**src/rtl/telem_pkg.sv**
```systemverilog
// Shared types and constants for the telemetry frame receiver.
// Covers the frame-parser state encoding, frame geometry and default sync bytes.
package telem_pkg;

  typedef enum logic [2:0] {
    HUNT1  = 3'd0,
    HUNT2  = 3'd1,
    BATT_H = 3'd2,
    BATT_L = 3'd3,
    CURR_H = 3'd4,
    CURR_L = 3'd5,
    TRQ_H  = 3'd6,
    TRQ_L  = 3'd7
  } state_e;

  localparam int         FRAME_LEN = 8;
  localparam logic [7:0] SYNC1_DEF = 8'hAA;
  localparam logic [7:0] SYNC2_DEF = 8'h55;

  // High bytes carry a 4-bit payload; a nonzero upper nibble marks a corrupt frame.
  function automatic logic nib_ok_f(input logic [7:0] b);
    return (b[7:4] == 4'h0);
  endfunction

endpackage

```
**src/rtl/telem_frame_rx.sv**
```systemverilog
// Telemetry frame parser behind UART_rcv: reassembles AA 55 framed 12-bit
// battery/current/torque words and publishes them atomically with status pulses.
module telem_frame_rx
  import telem_pkg::*;
#(
  parameter logic [7:0]       SYNC1   = SYNC1_DEF,
  parameter logic [7:0]       SYNC2   = SYNC2_DEF,
  parameter int               TMO_W   = 16,
  parameter logic [TMO_W-1:0] TMO_CYC = 16'd10000
) (
  input  logic        clk,
  input  logic        rst_n,
  input  logic        rdy,
  input  logic [7:0]  rx_data,
  output logic        clr_rdy,
  output logic [11:0] batt,
  output logic [11:0] curr,
  output logic [11:0] torque,
  output logic        frm_vld,
  output logic        sync_err,
  output logic        fmt_err,
  output logic        tmo_err,
  output logic [15:0] frm_cnt
);

  localparam logic [TMO_W-1:0] TMO_ONE  = {{(TMO_W-1){1'b0}}, 1'b1};
  localparam logic [TMO_W-1:0] TMO_LAST = TMO_CYC - TMO_ONE;

  state_e            state_r, state_nxt_s;
  logic              rdy_r;
  logic              accept_s;
  logic [TMO_W-1:0]  tmo_cnt_r;
  logic [11:0]       batt_sh_r, curr_sh_r;
  logic [3:0]        trq_sh_r;
  logic              sync_err_s, fmt_err_s, tmo_err_s, frm_done_s;
  logic              clr_rdy_r, frm_vld_r, sync_err_r, fmt_err_r, tmo_err_r;
  logic [11:0]       batt_r, curr_r, torque_r;
  logic [15:0]       frm_cnt_r;

  assign accept_s = rdy & ~rdy_r;

  // FSM state register
  always_ff @(posedge clk or negedge rst_n) begin
    if (!rst_n) begin
      state_r <= HUNT1;
    end else begin
      state_r <= state_nxt_s;
    end
  end

  // Next-state decode and one-cycle event strobes; an accept always beats expiry
  always_comb begin
    state_nxt_s = state_r;
    sync_err_s  = 1'b0;
    fmt_err_s   = 1'b0;
    tmo_err_s   = 1'b0;
    frm_done_s  = 1'b0;
    if (accept_s) begin
      case (state_r)
        HUNT1: begin
          if (rx_data == SYNC1) state_nxt_s = HUNT2;
          else                  state_nxt_s = HUNT1;
        end
        HUNT2: begin
          if (rx_data == SYNC1) begin
            state_nxt_s = HUNT2;
          end else if (rx_data == SYNC2) begin
            state_nxt_s = BATT_H;
          end else begin
            state_nxt_s = HUNT1;
            sync_err_s  = 1'b1;
          end
        end
        BATT_H, CURR_H, TRQ_H: begin
          if (nib_ok_f(rx_data)) begin
            state_nxt_s = state_e'(state_r + 3'd1);
          end else begin
            fmt_err_s   = 1'b1;
            state_nxt_s = (rx_data == SYNC1) ? HUNT2 : HUNT1;
          end
        end
        BATT_L, CURR_L: state_nxt_s = state_e'(state_r + 3'd1);
        TRQ_L: begin
          frm_done_s  = 1'b1;
          state_nxt_s = HUNT1;
        end
        default: state_nxt_s = HUNT1;
      endcase
    end else if ((state_r != HUNT1) && (tmo_cnt_r == TMO_LAST)) begin
      tmo_err_s   = 1'b1;
      state_nxt_s = HUNT1;
    end else begin
      state_nxt_s = state_r;
    end
  end

  // Inter-byte timeout counter, idle only while hunting for the first sync byte
  always_ff @(posedge clk or negedge rst_n) begin
    if (!rst_n) begin
      tmo_cnt_r <= '0;
    end else if ((state_r == HUNT1) || accept_s || tmo_err_s) begin
      tmo_cnt_r <= '0;
    end else begin
      tmo_cnt_r <= tmo_cnt_r + TMO_ONE;
    end
  end

  // Rdy edge detect, shadow capture of partial frame fields
  always_ff @(posedge clk or negedge rst_n) begin
    if (!rst_n) begin
      rdy_r     <= 1'b0;
      batt_sh_r <= 12'h000;
      curr_sh_r <= 12'h000;
      trq_sh_r  <= 4'h0;
    end else begin
      rdy_r <= rdy;
      if (accept_s) begin
        case (state_r)
          BATT_H:  batt_sh_r[11:8] <= rx_data[3:0];
          BATT_L:  batt_sh_r[7:0]  <= rx_data;
          CURR_H:  curr_sh_r[11:8] <= rx_data[3:0];
          CURR_L:  curr_sh_r[7:0]  <= rx_data;
          TRQ_H:   trq_sh_r        <= rx_data[3:0];
          default: trq_sh_r        <= trq_sh_r;
        endcase
      end
    end
  end

  // Registered outputs: the three words load together only on a completed frame
  always_ff @(posedge clk or negedge rst_n) begin
    if (!rst_n) begin
      clr_rdy_r  <= 1'b0;
      frm_vld_r  <= 1'b0;
      sync_err_r <= 1'b0;
      fmt_err_r  <= 1'b0;
      tmo_err_r  <= 1'b0;
      batt_r     <= 12'h000;
      curr_r     <= 12'h000;
      torque_r   <= 12'h000;
      frm_cnt_r  <= 16'h0000;
    end else begin
      clr_rdy_r  <= accept_s;
      frm_vld_r  <= frm_done_s;
      sync_err_r <= sync_err_s;
      fmt_err_r  <= fmt_err_s;
      tmo_err_r  <= tmo_err_s;
      if (frm_done_s) begin
        batt_r    <= batt_sh_r;
        curr_r    <= curr_sh_r;
        torque_r  <= {trq_sh_r, rx_data};
        frm_cnt_r <= frm_cnt_r + 16'd1;
      end
    end
  end

  assign clr_rdy  = clr_rdy_r;
  assign frm_vld  = frm_vld_r;
  assign sync_err = sync_err_r;
  assign fmt_err  = fmt_err_r;
  assign tmo_err  = tmo_err_r;
  assign batt     = batt_r;
  assign curr     = curr_r;
  assign torque   = torque_r;
  assign frm_cnt  = frm_cnt_r;

endmodule

```
**config.mk**
```make
export PLATFORM = sky130hd
export DESIGN_NAME = telem_frame_rx
export DESIGN_NICKNAME = d
export VERILOG_FILES = /design/src/rtl/telem_pkg.sv /design/src/rtl/telem_frame_rx.sv
export SDC_FILE = /design/constraint.sdc
export NUM_CORES = 1
export LEC_CHECK = 0
export BUFFER_PORTS_ARGS = -buffer_cell sky130_fd_sc_hd__buf_2
export CORE_MARGIN = 5
export CORE_UTILIZATION = 55
export CTS_BUF_LIST = sky130_fd_sc_hd__clkbuf_16
export DETAILED_ROUTE_END_ITERATION = 10
export PLACE_DENSITY_LB_ADDON = 0.05
export SKIP_CTS_REPAIR_TIMING = 1
export SYNTH_ARGS = -nofsm -noshare
export SYNTH_HDL_FRONTEND = slang
export SYNTH_SLANG_ARGS = --single-unit
```
**constraint.sdc**
```tcl
create_clock -name clk -period 3.7 [get_ports clk]
set_input_delay 0.37 -clock clk [delete_from_list [all_inputs] [get_ports clk]]
set_output_delay 0.37 -clock clk [all_outputs]
set_load 0.02 [all_outputs]
```
==> flow_summary_export.csv <==
group,metric,value,unit
floorplan,die_w,99.8,µm
global_route,grt_use_total,0.183,
synth,syn_area,4430,µm²
status,status,"completed",
synth,syn_inst,332,
timing,max_slew_margin,0.271,
worst_hold_path,min_to,"rdy_r",
detailed_routing,drc,0,
timing,fmax,427,MHz
worst_hold_path,hp-class,"primary input to flop",
synth,syn_avg_cell_area,13.3,µm²
power,comb_power_share,0.021,
floorplan,initial_core_util,0.568,
detailed_routing,vias,2825,
job,maxCapViolCount,0,
timing,worst-slew-pin-transition,1.09,ns
placed_design,portBuffers,67,
synth,synth_nets,351,
floorplan,core-area,7810,µm²
critical_path,cp-end-kind,"flop",
critical_path,regToRegSetupSlack,1.36,ns
floorplan,rows,32,
synth,ys_types,45,
worst_hold_path,hold_depth,1,
power,power_frac_seq,0.545,
clock_tree,clockBufferDepth,2,
synth,synth_edf_count,0,
detailed_routing,vias_per_cell,5.55,
floorplan,die_area,9950,µm²
layout,n_antenna_cell,0,
layout,area_delta_synth_final,16.3,%
detailed_routing,antenna_left,0,
layout,seq_area,2630,µm²
synth,synthTopCellsByCount,"dfrtp_1 (105), mux2_2 (66), nor2_1 (23)",
power,clkPwrFrac,0.434,
layout,fillCellCount,590,
clock_tree,cts_made_buffers,9,
timing,rsz0062_at_grt,"no",
power,switching_share,0.228,
global_route,grt_max_degree,90,
clock_tree,cts.sinks,105,
synth,ys_warn_count,0,
placed_design,hpwl,5700,µm
detailed_routing,firstDrtPassIters,4,
power,p_leak,2.68,nW
synth,seq_area_frac_synth,0.593,
timing,finalSetupViolCount,0,
placed_design,place_congestion,0.807,
layout,layout-drive-gt1-share,0.393,
power,ir_worst_vdd,0.000248,V
clock_tree,clock_latency,0.35,ns
synth,synth_area_leader_cell,"dfrtp_1",
global_route,antenna_found_initial,0,
timing,timing_hold_violations_final,0,
global_route,grt_pass1_wl,14400,µm
critical_path,criticalPathCategory,"flop to flop",
clock_tree,cts_root_buf,"clkbuf_16",
critical_path,crit_required,3.93,ns
synth,synth_top_area_frac,0.593,
critical_path,r2r-start,"state_r[0]",
floorplan,ioPinCount,68,
critical_path,r2r_cells,4,
clock_tree,cts_tree,"built",
synth,synth_flop_cell,"dfrtp_1",
worst_hold_path,min_from,"rdy",
synth,async_flop_share,1.00,
critical_path,cp-start-kind,"flop",
critical_path,r2r_end,"curr[7]",
floorplan,fp.dieH,99.8,µm
global_route,grt_pass1_vias,2912,
detailed_routing,wirelength,8400,µm
synth,ys_ff_latch,105,
timing,fin_skew,0.0131,ns
clock_tree,path_clk_slew,0.07,ns
layout,multi_input_area,1730,µm²
synth,yosysMostFrequentCell,"dfrtp_1",
detailed_routing,drt-initial-drc-count,102,
critical_path,worstPathArrival,2.57,ns
timing,hold_ws,0.191,ns
power,power.internal,0.00163,W
critical_path,cp_max_fo,39,
clock_tree,cts.htree.levels,3,
timing,report.final.slew_viol_count,0,
synth,yosys-top-cells-area,"dfrtp_1 (59%), mux2_2 (17%), xnor2_1 (3.6%)",
timing,min_period_over_period,0.633,
timing,setup_tns,0,ns
power,power.switching,0.000481,W
detailed_routing,wl_per_cell,16.5,µm
layout,nNetsFinal,421,
timing,fin_crit,2.34,ns
global_route,overflow,0,
power,power_density,409,nW/µm²
[power by group through the flow]
stage	logic, W	clock network [W]	registers (W)
finish	0.0000450	0.000915	0.00115
CTS	0.0000474	0.000936	0.00115
global route	0.0000526	0.000987	0.00115
global placement	0.0000462	0	0.00117
detailed placement	0.0000474	0	0.00117
floorplan	0.00000596	0	0.00117
[worst max path at each step]
stage                    start         end  cells after the start
floorplan           state_r[0]  state_r[0]                      6
global placement    state_r[0]   torque[4]                      4
detailed placement  state_r[0]     curr[7]                      4
CTS                 state_r[0]     curr[7]                      4
global route        state_r[0]     curr[7]                      4
finish              state_r[0]     curr[7]                      4
[cells by family after synthesis]
group                      Yosys count  share of synthesized area
AOI/OAI and AO/OA                   14                     0.0240
xor gates and xnor gates            28                     0.0553
adders and majority gates            8                     0.0226
buffers and inverters               18                     0.0169
DFF                                105                      0.593
muxes                               67                      0.170
and+or+nand+nor                     92                      0.118
[state kept, by name, indices dropped and copies added (netlist names)]
register / flops
curr: 12
batt_sh_r: 12
torque: 12
frm_cnt: 16
fmt_err: 1
curr_sh_r: 12
sync_err: 1
trq_sh_r: 4
tmo_err: 1
frm_vld: 1
rdy_r: 1
tmo_cnt_r: 16
state_r: 3
batt: 12
clr_rdy: 1
[cells in the final DEF, fill, tap and decap left out, types with 2 or more instances in the layout]
cell / netlist / routed
a21o_1: 2 / 2
a21oi_1: 2 / 2
and3_1: 6 / 6
and4_1: 3 / 3
buf_2: 6 / 66
buf_4: 0 / 3
clkbuf_16: 0 / 9
clkinvlp_4: 0 / 2
dfrtp_1: 105 / 105
ha_1: 8 / 8
inv_1: 7 / 7
inv_8: 0 / 3
mux2_2: 66 / 66
nand2_1: 9 / 9
nand2b_1: 2 / 2
nand3_1: 13 / 13
nand4_1: 9 / 9
nand4b_1: 2 / 2
nor2_1: 23 / 23
nor2b_1: 2 / 2
nor3_1: 5 / 5
nor3b_1: 3 / 3
nor4_1: 4 / 4
xnor2_1: 18 / 18
xor2_1: 10 / 10
[metrics by stage]
stage	util	worst slack [ns]	instances	area, µm²	total power (W)
6_report	0.660	1.36	509	5150	0.00211
5_1_grt	0.660	1.22	509	5150	0.00219
4_1_cts	0.660	1.36	509	5150	0.00213
3_5_place_dp	0.624	1.37	493	4870	0.00122
3_3_place_gp	0.624	1.42	493	4870	0.00122
2_1_floorplan	-	1.73	332	4430	0.00118
[area by class of cell]
type,instances,area share
Clock buffer,9,0.0437
Multi-Input combinational cell,209,0.336
Tap cell,102,0.0248
Timing Repair Buffer,69,0.0684
Clock inverter,7,0.0119
Inverter,8,0.00583
Sequential cell,105,0.510
[metal layers]
metal	part of all wire	global-route usage	wire, µm
met1	0.44	0.231	3690
met2	0.50	0.308	4240
met3	0.046	0.0505	390
met4	0.011	0.0515	89
met5	0	0	0
[worst max-delay path, stage by stage, from the launching register on]
cell,delay [ns]
dfrtp_1,0.44
ha_1,0.29
ha_1,0.26
and2_2,0.78
mux2_2,0.42
No activity file was read; power rests on OpenSTA's default activity.
